`src/rtl/alu_seq_muldiv_if.sv`:
```
// Handshake bundle for alu_seq_muldiv; ALU_OVERFLOW_EN adds the ovf flag.
interface alu_seq_muldiv_if #(
  parameter int WIDTH = 32,
  parameter int CTL_W = 4
);
  logic             start;
  logic [WIDTH-1:0] a;
  logic [WIDTH-1:0] b;
  logic [CTL_W-1:0] alu_ctl;
  logic             busy;
  logic             done;
  logic [WIDTH-1:0] result;
  logic [WIDTH-1:0] hi;
  logic             zero;
`ifdef ALU_OVERFLOW_EN
  logic             ovf;

  modport master (output start, a, b, alu_ctl, input busy, done, result, hi, zero, ovf);
  modport slave  (input start, a, b, alu_ctl, output busy, done, result, hi, zero, ovf);
`else
  modport master (output start, a, b, alu_ctl, input busy, done, result, hi, zero);
  modport slave  (input start, a, b, alu_ctl, output busy, done, result, hi, zero);
`endif
endinterface

```
`src/rtl/alu_seq_muldiv.sv`:
```
// Registered MIPS ALU with iterative MULTU/DIVU; 1 cycle simple ops, WIDTH+1 for mul/div.
// start ignored while busy or in the done cycle; ALU_OVERFLOW_EN adds signed-overflow flag ovf.
module alu_seq_muldiv #(
  parameter int WIDTH = 32,
  parameter int CTL_W = 4
) (
  input  logic             clk,
  input  logic             rst,
  alu_seq_muldiv_if.slave  bus
);
  localparam int CNT_W = $clog2(WIDTH);
  localparam logic [CTL_W-1:0] OP_AND   = CTL_W'(4'b0000);
  localparam logic [CTL_W-1:0] OP_OR    = CTL_W'(4'b0001);
  localparam logic [CTL_W-1:0] OP_ADD   = CTL_W'(4'b0010);
  localparam logic [CTL_W-1:0] OP_SUB   = CTL_W'(4'b0110);
  localparam logic [CTL_W-1:0] OP_SLT   = CTL_W'(4'b0111);
  localparam logic [CTL_W-1:0] OP_SLTU  = CTL_W'(4'b1000);
  localparam logic [CTL_W-1:0] OP_NOR   = CTL_W'(4'b1100);
  localparam logic [CTL_W-1:0] OP_MULTU = CTL_W'(4'b1001);
  localparam logic [CTL_W-1:0] OP_DIVU  = CTL_W'(4'b1010);

  typedef enum logic [1:0] {IDLE, MUL, DIV, DONE} state_t;

  state_t           state, state_nxt;
  logic [CNT_W-1:0] cnt;
  logic [WIDTH-1:0] opnd, acc_hi, acc_lo;
  logic [WIDTH-1:0] result_q, hi_q;
  logic             zero_q;
  logic             busy_c, done_c, last;
  logic [WIDTH-1:0] alu_res, sum, diff;
  logic [WIDTH:0]   mul_sum, div_shift, div_trial;
  logic [WIDTH-1:0] mul_hi_nxt, mul_lo_nxt, div_hi_nxt, div_lo_nxt;

  assign last = (cnt == CNT_W'(WIDTH - 1));

  always_ff @(posedge clk) begin
    if (rst) state <= IDLE;
    else     state <= state_nxt;
  end

  always_comb begin
    state_nxt = state;
    busy_c    = 1'b0;
    done_c    = 1'b0;
    case (state)
      IDLE: begin
        if (bus.start) begin
          if (bus.alu_ctl == OP_MULTU)                     state_nxt = MUL;
          else if (bus.alu_ctl == OP_DIVU && bus.b != '0)  state_nxt = DIV;
          else                                             state_nxt = DONE;
        end
      end
      MUL, DIV: begin
        busy_c = 1'b1;
        if (last) state_nxt = DONE;
      end
      DONE: begin
        done_c    = 1'b1;
        state_nxt = IDLE;
      end
      default: state_nxt = IDLE;
    endcase
  end

  always_comb begin
    sum     = bus.a + bus.b;
    diff    = bus.a - bus.b;
    alu_res = '0;
    case (bus.alu_ctl)
      OP_AND:  alu_res = bus.a & bus.b;
      OP_OR:   alu_res = bus.a | bus.b;
      OP_ADD:  alu_res = sum;
      OP_SUB:  alu_res = diff;
      OP_SLT:  alu_res = {{(WIDTH-1){1'b0}}, ($signed(bus.a) < $signed(bus.b))};
      OP_SLTU: alu_res = {{(WIDTH-1){1'b0}}, (bus.a < bus.b)};
      OP_NOR:  alu_res = ~(bus.a | bus.b);
      default: alu_res = '0;
    endcase
  end

  // Shift-add: the carry out of the partial sum becomes the new top bit of HI.
  assign mul_sum    = {1'b0, acc_hi} + (acc_lo[0] ? {1'b0, opnd} : '0);
  assign mul_hi_nxt = mul_sum[WIDTH:1];
  assign mul_lo_nxt = {mul_sum[0], acc_lo[WIDTH-1:1]};

  // Restoring division: acc_hi holds the partial remainder, acc_lo shifts dividend out / quotient in.
  assign div_shift  = {acc_hi, acc_lo[WIDTH-1]};
  assign div_trial  = div_shift - {1'b0, opnd};
  assign div_hi_nxt = div_trial[WIDTH] ? div_shift[WIDTH-1:0] : div_trial[WIDTH-1:0];
  assign div_lo_nxt = {acc_lo[WIDTH-2:0], ~div_trial[WIDTH]};

`ifdef ALU_OVERFLOW_EN
  logic ovf_q, alu_ovf;

  always_comb begin
    alu_ovf = 1'b0;
    if (bus.alu_ctl == OP_ADD)
      alu_ovf = (bus.a[WIDTH-1] == bus.b[WIDTH-1]) && (sum[WIDTH-1] != bus.a[WIDTH-1]);
    else if (bus.alu_ctl == OP_SUB)
      alu_ovf = (bus.a[WIDTH-1] != bus.b[WIDTH-1]) && (diff[WIDTH-1] != bus.a[WIDTH-1]);
  end

  always_ff @(posedge clk) begin
    if (rst) ovf_q <= 1'b0;
    else if (state == IDLE && bus.start) ovf_q <= alu_ovf;
    else if ((state == MUL || state == DIV) && last) ovf_q <= 1'b0;
  end

  assign bus.ovf = ovf_q;
`endif

  always_ff @(posedge clk) begin
    if (rst) begin
      cnt      <= '0;
      opnd     <= '0;
      acc_hi   <= '0;
      acc_lo   <= '0;
      result_q <= '0;
      hi_q     <= '0;
      zero_q   <= 1'b1;
    end else begin
      case (state)
        IDLE: begin
          if (bus.start) begin
            cnt    <= '0;
            acc_hi <= '0;
            if (bus.alu_ctl == OP_MULTU) begin
              opnd   <= bus.a;
              acc_lo <= bus.b;
            end else if (bus.alu_ctl == OP_DIVU) begin
              opnd   <= bus.b;
              acc_lo <= bus.a;
              if (bus.b == '0) begin
                result_q <= '1;
                hi_q     <= bus.a;
                zero_q   <= 1'b0;
              end
            end else begin
              result_q <= alu_res;
              hi_q     <= '0;
              zero_q   <= (alu_res == '0);
            end
          end
        end
        MUL: begin
          cnt    <= cnt + CNT_W'(1);
          acc_hi <= mul_hi_nxt;
          acc_lo <= mul_lo_nxt;
          if (last) begin
            result_q <= mul_lo_nxt;
            hi_q     <= mul_hi_nxt;
            zero_q   <= (mul_lo_nxt == '0);
          end
        end
        DIV: begin
          cnt    <= cnt + CNT_W'(1);
          acc_hi <= div_hi_nxt;
          acc_lo <= div_lo_nxt;
          if (last) begin
            result_q <= div_lo_nxt;
            hi_q     <= div_hi_nxt;
            zero_q   <= (div_lo_nxt == '0);
          end
        end
        default: ;
      endcase
    end
  end

  assign bus.busy   = busy_c;
  assign bus.done   = done_c;
  assign bus.result = result_q;
  assign bus.hi     = hi_q;
  assign bus.zero   = zero_q;
endmodule

```
`src/flat_wrapper.sv`:
```
// flat-port wrapper written by rule: the top's interface ports become plain ports
module alu_seq_muldiv_flat 
#(
  parameter int WIDTH = 32,
  parameter int CTL_W = 4
)
  (clk, rst, bus_start, bus_a, bus_b, bus_alu_ctl, bus_busy, bus_done, bus_result, bus_hi, bus_zero);
  alu_seq_muldiv_if #(.WIDTH(WIDTH), .CTL_W(CTL_W)) bus_i ();
  input  logic clk;
  input  logic rst;
  input wire logic [$bits(bus_i.start)-1:0] bus_start;
  input wire logic [$bits(bus_i.a)-1:0] bus_a;
  input wire logic [$bits(bus_i.b)-1:0] bus_b;
  input wire logic [$bits(bus_i.alu_ctl)-1:0] bus_alu_ctl;
  output wire logic [$bits(bus_i.busy)-1:0] bus_busy;
  output wire logic [$bits(bus_i.done)-1:0] bus_done;
  output wire logic [$bits(bus_i.result)-1:0] bus_result;
  output wire logic [$bits(bus_i.hi)-1:0] bus_hi;
  output wire logic [$bits(bus_i.zero)-1:0] bus_zero;
  assign bus_i.start = bus_start;
  assign bus_i.a = bus_a;
  assign bus_i.b = bus_b;
  assign bus_i.alu_ctl = bus_alu_ctl;
  assign bus_busy = bus_i.busy;
  assign bus_done = bus_i.done;
  assign bus_result = bus_i.result;
  assign bus_hi = bus_i.hi;
  assign bus_zero = bus_i.zero;
  alu_seq_muldiv #(.WIDTH(WIDTH), .CTL_W(CTL_W)) u_core (.clk(clk), .rst(rst), .bus(bus_i));
endmodule
```
`config.mk`:
```
export PLATFORM = sky130hd
export DESIGN_NAME = alu_seq_muldiv_flat
export DESIGN_NICKNAME = d
export VERILOG_FILES = /design/src/rtl/alu_seq_muldiv_if.sv /design/src/rtl/alu_seq_muldiv.sv /design/src/flat_wrapper.sv
export SDC_FILE = /design/constraint.sdc
export NUM_CORES = 1
export LEC_CHECK = 0
export ABC_AREA = 1
export BUFFER_PORTS_ARGS = -buffer_cell sky130_fd_sc_hd__buf_2
export CORE_ASPECT_RATIO = 1.5
export CORE_MARGIN = 4
export CORE_UTILIZATION = 40
export CTS_CLUSTER_DIAMETER = 200
export DETAILED_ROUTE_END_ITERATION = 7
export PLACE_DENSITY = 0.54
export SLEW_MARGIN = 40
export SYNTH_ARGS = -nofsm -noshare
export SYNTH_HDL_FRONTEND = slang
export SYNTH_SLANG_ARGS = --single-unit
```
`constraint.sdc`:
```
create_clock -name clk -period 7.51 [get_ports clk]
set_input_delay 0 -clock clk [delete_from_list [all_inputs] [get_ports clk]]
set_output_delay 0 -clock clk [all_outputs]
set_load 0.02 [all_outputs]
```
Yosys cells after proc, flatten, opt, wreduce, memory -nomap -nowiden
Cells that the tools add are included.

storage, ports and cells
  bits in registers = 168
  input port bits = 71
  word-level logic and storage cells = 97

operators by class
  add/subtract/negate cells = 5
  $lt $le $gt $ge = 2
  eq/ne operators = 19
  mux-type cells = 41
  bitwise operators = 4
  reductions and logical operators = 18

operator list
  cell                                                  count
  two-way mux 32 bit                                    20
  case mux 32 bit (3 select lines)                      4
  case mux 32 bit (7 select lines)                      1
  zero test 32 bit                                      4
  less-than comparator 32 bit                           2
  adder 32 x 33 -> 33 bit                               1
  subtractor 33 x 32 -> 33 bit                          1
  adder 32 bit                                          1
  AND 32 bit                                            1
  inverter 32 bit                                       1
  OR 32 bit                                             1
  nonzero test 32 bit                                   1
  subtractor 32 bit                                     1
  equality test 4 bit (second input constant)           4
  case mux 5 bit (2 select lines)                       1
  two-way mux 1 bit                                     9
  equality test 4 x 3 -> 1 bit (second input constant)  2
  two-way mux 2 bit                                     3
  != test 2 x 1 -> 1 bit (second input constant)        3
  case mux 2 bit (3 select lines)                       1
  AND reduction 2 bit                                   3
  AND reduction 3 bit                                   2
  AND reduction 6 bit                                   1
  adder 5 x 1 -> 5 bit (second input constant)          1
  other kinds (17)                                      20

Depth between registers and ports, before layout
Gate-level depths: netlist of the first run.

  word-level depth = 8
  depth in mapped cells = 24
  depth with buffers taken out = 23

Worst setup path before layout of the first run
OpenSTA, ideal clock, no wires.

  path type = reg2reg
  start = reg u_core.acc_lo[0]
  end = reg u_core.acc_hi[23]
  setup time = 0.128 ns
  arrival time = 2.566 ns
  data required time = 7.382 ns
  path slack = 4.816 ns
  stages on the path, launching flop included = 19
  path buffers = 2
  clock period less this slack = 2.694 ns
  cell sequence = dfxtp_1 -> clkbuf_1 -> clkbuf_1 -> nand2_1 -> inv_1 -> ha_1 -> o21ai_0 -> inv_1 -> a21oi_1 -> inv_1 -> a21oi_1 -> inv_1 -> nand3_1 -> nand2_1 -> or2_2 -> nand3_1 -> o21ai_1 -> nand2_1 -> a21oi_1

on the way
  word-level cells in the longest chain between the ends = 3

RTL lines
  item                              line                   text
  start, declared                   alu_seq_muldiv.sv:26   logic [WIDTH-1:0] opnd, acc_hi, acc_lo;
  start signal, assigned            alu_seq_muldiv.sv:129  acc_lo <= bus.b;
  start signal, assigned            alu_seq_muldiv.sv:132  acc_lo <= bus.a;
  start signal, assigned            alu_seq_muldiv.sv:148  acc_lo <= mul_lo_nxt;
  two-way mux 32 bit                alu_seq_muldiv.sv:82   assign mul_sum = {1'b0, acc_hi} + (acc_lo[0] ? {1'b0, opnd} : '0);
  adder 32 x 33 -> 33 bit           alu_seq_muldiv.sv:82
  case mux 32 bit (3 select lines)  alu_seq_muldiv.sv:122  case (state)
  end signal, assigned              alu_seq_muldiv.sv:147  acc_hi <= mul_hi_nxt;
  end signal, assigned              alu_seq_muldiv.sv:157  acc_hi <= div_hi_nxt;
  end, declared                     alu_seq_muldiv.sv:26

Every way passes these cells.
A chain may end at the register's enable or synchronous reset.

Worst setup path after layout of the first run
  start = in bus_b[16]
  end = reg u_core.result_q[12] (netlist: u_core.bus.result[12])

on the way
  word-level cells in the longest chain between the ends = 3

RTL lines
  item                           line                   text
  start, declared                flat_wrapper.sv:13     input wire logic [$bits(bus_i.b)-1:0] bus_b;
  zero test 32 bit               alu_seq_muldiv.sv:133  if (bus.b == '0) begin
  != test 3 bit (no line)        --
  AND reduction 6 bit (no line)  --
  end signal, assigned           alu_seq_muldiv.sv:139  result_q <= alu_res;
  end signal, assigned           alu_seq_muldiv.sv:150  result_q <= mul_lo_nxt;
  end signal, assigned           alu_seq_muldiv.sv:160  result_q <= div_lo_nxt;
  end, declared                  alu_seq_muldiv.sv:27   logic [WIDTH-1:0] result_q, hi_q;

Every way passes these cells.

==> key figures, run 1 <==
Power
  – Combinational power share: 0.657
  – Power Total: 7.26 mW
  – Sequential fraction of design power: 0.213
  – Leakage: about 11 nW
  – Net Switching: 4.08 mW
  – Internal power component: 3.17 mW
  – Max IR drop VDD: around 0.00025 V
  – Sw Ratio: 0.563
  – Pwr Density: 345 nW/um^2
  – Clock power frac: 0.130

Timing
  – Period utilisation layout: 0.506
  – Fin Setup TNS: 0 ns
  – Layout Skew: 0.0129 ns
  – RSZ-0062 raised after global routing: no
  – Fmax: 263 MHz
  – Endpoints failing hold: 0
  – Slew Limit Fails: 0
  – Minimum clock period: roughly 3.8 ns
  – Setup violations, final: 0
  – Worst hold slack: 0.0274 ns
  – Worst slew pin tran: approximately 0.9 ns
  – Relative slew slack: 0.391

Final layout
  – Final instance area: 21,000 um^2
  – Commonest non-fill, non-tap cells in the layout: 817 x nand2_1, 459 x inv_1, 314 x a21oi_1
  – ANT cells: 0
  – Layout cells sized above 1: 0.0725
  – Synthesis-to-finish area growth: 13.2%
  – Most common cell after layout, fill and taps aside: nand2_1
  – Final core occ: 0.458
  – Fin nets: 3,580

GRT
  – Gr usage total: 0.329
  – First-pass GRT wire length: 127,000 um
  – Grt ovf: 0
  – Vias in the first global route: 21,800
  – Antenna violations before repair: 0
  – Largest net degree at the start of global routing: roughly 120

Floorplan
  – CORE AREA: 45,900 um^2
  – Width of the die: ~180 um
  – Starting Density: 0.405
  – Die Ht: 272 um
  – Site row count: 96
  – I/O pin count: 138
  – Die area: 50,100 um^2

Placed design
  – Dpl cell area: 19,600 um^2
  – RD Place Congestion: slightly below 1
  – DP HPWL: 68,600 um
  – Count of input and output buffers: between 100 and 150

Worst setup path
  – Critical path endpoint category: register
  – CP max FO: 37
  – Required time of the critical path: 7.88 ns
  – Nature of the critical path startpoint: input pin
  – CP Class: in -> reg
  – Crit path DAT: 4.17 ns
  – FF-to-FF Start: u_core.acc_lo[0]$_SDFFE_PP0P_
  – CP startpoint: bus_b[16]

Clock tree
  – Longest Clk Path Bufs: 2
  – TritonCTS clock tree: built
  – CTS Root Cell: clkbuf_16
  – Htree depth: 4
  – Clk slew on worst S/H paths: about 0.070 ns
  – Resize count post-CTS: 0
  – Clock sink total: around 170
  – Clk_lat worst skew: 0.45 ns
  – Clock buffer count from CTS: 17

Synthesis
  – Post-synthesis async set-or-reset flop share: 0
  – EDFF count, synth: 0
  – #FFs+latches synth: 168
  – Register area share after synthesis: 0.181
  – Post-Syn Nets: 3,463
  – Syn Std Cell Area: ~19,000 um^2
  – Most used DFF post-synth: dfxtp_1
  – Mean Syn Cell Area: between 5 and 6 um^2
  – Cell count after synthesis: about 3,200
  – Synth unique cells: between 40 and 50
  – Yosys warns: 0

Drt
  – Drt first pass iters: 7
  – Initial drt markers: 1,844
  – Drc violations: 0
  – Final wirelength: between 80,000 and 90,000 um
  – Via/cell ratio: 5.67
  – Routed WL per cell: between 20 and 25 um
  – DR vias: 22,300
  – Remaining antenna violation count after routing: 0

Flow run
  – Max-cap violations: 0

Hold path
  – Min-delay src: bus_b[3]
  – Hold Path Class: in -> reg

Status
  – Status: finished, final reports clean
[critical path: stages]
cell and delay [ns]:
dlygate4sd3_1 0.53, buf_2 0.18, nor4_1 0.77, nand4_1 0.60, o21ai_1 0.40, a21oi_1 0.12
nor2_1 0.10, nand2_1 0.08, inv_2 0.49, buf_4 0.49, o21ai_0 0.16, a31oi_1 0.20
[what timing repair did]
action / CTS / global route
hold buffers: 86 / 0
hold endpoints to repair: 83 / 0
buffers inserted: 0 / 0
[area by class of cell]
type	count	area (um^2)
sequential	168	3360
timing repair buffer	240	1680
multi-input combinational	2438	12900
clock inverter	13	158
fill	5070	24800
clock buffer	19	453
tap	588	736
inverter	473	1780
[registers in the layout, summed over array words and instances (netlist names)]
| register | flops |
|---|---|
| u_core.acc_hi | 32 |
| u_core.acc_lo | 32 |
| u_core.bus.hi | 32 |
| u_core.bus.result | 32 |
| u_core.opnd | 32 |
| u_core.cnt | 5 |
| u_core.state | 2 |
| u_core.bus.zero | 1 |
[final timing paths]
check / to / slack (ns) / depth (start not counted)
worst max-delay path: u_core.bus.result[12]$_SDFFE_PP0P_ / 3.71 / 12
worst min-delay path: u_core.acc_lo[3]$_SDFFE_PP0P_ / 0.03 / 3
worst max register to register: u_core.acc_hi[23]$_SDFFE_PP0P_ / 3.84 / 20
worst min register to register: u_core.bus.result[2]$_SDFFE_PP0P_ / 0.47 / 2
[metal layers]
layer / wire (um) / track usage / vias to the layer above
met2: 43000 / 0.592 / 798
met5: 0 / 0 / -
met3: 3750 / 0.0242 / 208
met4: 5510 / 0.181 / 0
li1: - / - / 10900
met1: 33600 / 0.383 / 10400
[power by group through the flow]
stage | combinational (mW) | sequential [mW] | clock [mW]
after global placement | 4.66 | 1.55 | 0
final | 4.77 | 1.55 | 0.944
after floorplan | 3.09 | 1.62 | 0
after detailed placement | 4.67 | 1.54 | 0
after CTS | 4.73 | 1.53 | 0.955
after global routing | 5.21 | 1.57 | 0.988
[per-stage QoR]
stage	std cells	setup WS, ns
final	3939	3.71
after global routing	3939	3.57
after CTS	3939	3.86
after detailed placement	3821	3.88
after global placement	3821	3.93
after floorplan	3221	4.82
[synth_stat cells, types with 3 or more instances]
library cell / n / area, um^2
dfxtp_1: 168 / 3360
o21bai_1: 13 / 97.6
nand3_2: 5 / 50.1
nor2_2: 4 / 25.0
inv_1: 463 / 1740
or2_2: 12 / 75.1
a221oi_1: 15 / 131
nand3b_1: 8 / 60.1
nor4_1: 20 / 125
buf_2: 41 / 205
ha_1: 167 / 2090
buf_1: 4 / 15.0
nand3_1: 194 / 971
clkinv_1: 3 / 11.3
nand4_1: 30 / 188
xnor2_1: 16 / 140
clkbuf_1: 88 / 330
xor2_1: 7 / 61.3
buf_4: 4 / 30.0
o22ai_1: 51 / 319
inv_2: 6 / 22.5
nor2_1: 250 / 938
nor3_1: 28 / 140
o21ai_1: 39 / 195
fa_1: 4 / 80.1
a21o_1: 13 / 97.6
a211oi_1: 4 / 30.0
nand2_1: 818 / 3070
o211ai_1: 11 / 82.6
a21oi_1: 314 / 1570
and3_1: 3 / 18.8
a31oi_1: 95 / 594
o21ai_0: 288 / 1440
nand2_2: 11 / 68.8
buf_6: 3 / 33.8
and2_1: 5 / 31.3
[kinds of logic after synthesis]
family                   Yosys count  share of synthesized area
AND/OR/NAND/NOR                 1392                      0.312
AO/OA/AOI/OAI                    852                      0.250
buffers and inverters            615                      0.129
adder cells (fa/ha/maj)          171                      0.117
flip-flops                       168                      0.181
XOR/XNOR                          23                     0.0108
No activity file was read; power rests on OpenSTA's default activity.
==> run 2: changes to the inputs <==
Clock period 7.51 ns to 3.5 ns, I/O delays scaled along.
==> key figures, run 2 (synthesis gave the netlist of run 1 again) <==
Timing
  – Worst hold slack: 0.0224 ns (was 0.0274 ns)
  – RSZ-0062 raised after global routing: no (unchanged)
  – Setup violations, final: 0 (unchanged)
  – Endpoints failing hold: 0 (unchanged)
  – Fmax: 303 MHz
  – Slew Limit Fails: 0 (unchanged)
  – Period utilisation layout: 0.943
  – Worst slew pin tran: 0.873 ns (was 0.906 ns)
  – Minimum clock period: 3.30 ns
  – Layout Skew: 0.0127 ns (was 0.0129 ns)
  – Relative slew slack: 0.412 (was 0.391)

Power
  – Power Total: 16.1 mW (was 7.26 mW)
  – Max IR drop VDD: 0.000449 V (was 0.000255 V)
  – Leakage: 10.8 nW (was 10.6 nW)
  – Sequential fraction of design power: 0.203 (was 0.213)
  – Pwr Density: 754 nW/um^2 (was 345 nW/um^2)
  – Internal power component: 7.08 mW (was 3.17 mW)
  – Clock power frac: 0.132 (was 0.130)
  – Sw Ratio: 0.560 (was 0.563)
  – Combinational power share: 0.666 (was 0.657)
  – Net Switching: 9.01 mW (was 4.08 mW)

Drt
  – Remaining antenna violation count after routing: 0 (unchanged)
  – Routed WL per cell: 22.2 um (was 21.8 um)
  – Via/cell ratio: 5.66 (was 5.67)
  – Final wirelength: 88,100 um (was 85,900 um)
  – Drt first pass iters: 6 (was 7)
  – DR vias: 22,500 (was 22,300)
  – Initial drt markers: 1,891 (was 1,844)
  – Drc violations: 0 (unchanged)

Floorplan
  – Die area: 50,100 um^2 (unchanged)
  – I/O pin count: 138 (unchanged)
  – Die Ht: 272 um (unchanged)
  – Width of the die: 184 um (unchanged)
  – CORE AREA: 45,900 um^2 (unchanged)
  – Starting Density: 0.405 (unchanged)
  – Site row count: 96 (unchanged)

Clock tree
  – TritonCTS clock tree: built (unchanged)
  – CTS Root Cell: clkbuf_16 (unchanged)
  – Htree depth: 4 (unchanged)
  – Longest Clk Path Bufs: 2 (unchanged)
  – Clock buffer count from CTS: 17 (unchanged)
  – Clk_lat worst skew: 0.47 ns (was 0.45 ns)
  – Clk slew on worst S/H paths: 0.07 ns (about the same)
  – Clock sink total: 168 (unchanged)

Worst setup path
  – Nature of the critical path startpoint: input pin (unchanged)
  – Worst path most repeated cell: nand2_1
  – Critical path's slowest cell: dlygate4sd3_1 (was nor4_1)
  – Crit path DAT: 3.71 ns (was 4.17 ns)
  – CP Class: in -> reg (unchanged)
  – Critical path endpoint category: register (unchanged)
  – CP cell instances: dlygate4sd3_1 -> buf_2 -> inv_1 -> ha_1 -> nor2_1 -> nand2_1 -> nor2_2 -> nand4_1 -> nand3_1 -> nand2_1 -> nand3_1 -> nand3_1 -> nor2_1 -> nand3_1 -> nor2_1 -> nand2_1 -> o21bai_1 -> nand2_1 -> nand2_1 (was dlygate4sd3_1 -> buf_2 -> nor4_1 -> nand4_1 -> o21ai_1 -> a21oi_1 -> nor2_1 -> nand2_1 -> inv_2 -> buf_4 -> o21ai_0 -> a31oi_1)
  – CP max FO: 8 (was 37)
  – Required time of the critical path: 3.91 ns (was 7.88 ns)
  – Worst stage delay on the critical path: 0.52 ns (was 0.77 ns)

Hold path
  – Hold Path Class: in -> reg (unchanged)

Placed design
  – DP HPWL: 71,200 um (was 68,600 um)
  – Count of input and output buffers: 137 (unchanged)
  – RD Place Congestion: 1.04 (was 0.980)

Final layout
  – Most common cell after layout, fill and taps aside: nand2_1 (unchanged)
  – Fin nets: 3,614 (was 3,580)
  – Layout cells sized above 1: 0.0839 (was 0.0725)
  – Synthesis-to-finish area growth: 14.9% (was 13.2%)
  – Fillers: 5,063 (was 5,070)
  – ANT cells: 0 (unchanged)
  – Final core occ: 0.465 (was 0.458)
  – Commonest non-fill, non-tap cells in the layout: 818 x nand2_1, 460 x inv_1, 314 x a21oi_1 (was 817 x nand2_1, 459 x inv_1, 314 x a21oi_1)

GRT
  – Largest net degree at the start of global routing: 99 (was 121)
  – First-pass GRT wire length: 130,000 um (was 127,000 um)
  – Vias in the first global route: 21,900 (was 21,800)
  – Grt ovf: 0 (unchanged)
  – Gr usage total: 0.339 (was 0.329)
  – Antenna violations before repair: 0 (unchanged)

Status
  – Status: finished, final reports clean (unchanged)

Flow run
  – Max-cap violations: 0 (unchanged)
run 2: cell count changes in the layout (fill, tap and decap cells not counted), moves of 2 or more:
cell / change
buf_12: +4
inv_6: +2
dlygate4sd3_1: -8
nand2_2: -2
buf_4: +39
run 2: path summary, 6_finish.rpt:
check	from	endpoint	slack, ns	cells after the start
worst min-delay path	bus_a[1]	u_core.bus.hi[1]$_SDFFE_PP0P_	0.02	3
worst max-delay path	bus_a[16]	u_core.bus.zero$_SDFFE_PP1P_	0.20	19
worst min register to register	u_core.bus.result[0]$_SDFFE_PP0P_	u_core.bus.result[0]$_SDFFE_PP0P_	0.47	2
worst max register to register	u_core.acc_lo[0]$_SDFFE_PP0P_	u_core.acc_hi[23]$_SDFFE_PP0P_	0.22	16
run 2: area by class of cell:
cell class                      count  area [um^2]  share of cell area
Clock inverter                     13          180             0.00844
Tap cell                          588          736              0.0344
Multi-Input combinational cell   2438        12900               0.603
Timing Repair Buffer              274         1960              0.0917
Sequential cell                   168         3360               0.157
Inverter                          473         1780              0.0835
Clock buffer                       19          453              0.0212
run 2: worst max-delay path: cells and delay by family:
kind | cells | cell delay [ns]
simple gates | 14 | 2.32
compound gates | 1 | 0.13
fa+ha+maj | 1 | 0.40
buf+inv | 3 | 0.84
run 2: power by group through the flow:
stage / Combinational [mW] / Clock (mW) / Sequential, mW
after floorplan: 6.64 / 0 / 3.48
after global placement: 10.4 / 0 / 3.26
after detailed placement: 10.4 / 0 / 3.26
after CTS: 10.6 / 2.13 / 3.23
after global routing: 11.7 / 2.20 / 3.31
final: 10.7 / 2.12 / 3.26
run 2: timing repair:
action | CTS | global route
hold endpoints to repair | 76 | 0
setup endpoints to repair | 2 | 24
resized for setup | 2 | 4
hold buffers | 78 | 0
buffers inserted | 0 | 0
run 2: metrics by stage:
step                      instances  setup slack, ns  setup TNS [ns]  instance area [um^2]
final                          3973            0.199               0                 21400
after global routing           3973           0.0779               0                 21400
after CTS                      3973           0.0698               0                 21300
after detailed placement       3863          -0.0762          -0.151                 19900
after global placement         3863          -0.0783          -0.157                 19900
after floorplan                3221            0.806               0                 18600
run 2: routing by layer:
| layer | track usage | routed length, um |
|---|---|---|
| met1 | 0.392 | 34500 |
| met2 | 0.616 | 44700 |
| met3 | 0.0234 | 3690 |
| met4 | 0.179 | 5220 |
| met5 | 0 | 0 |
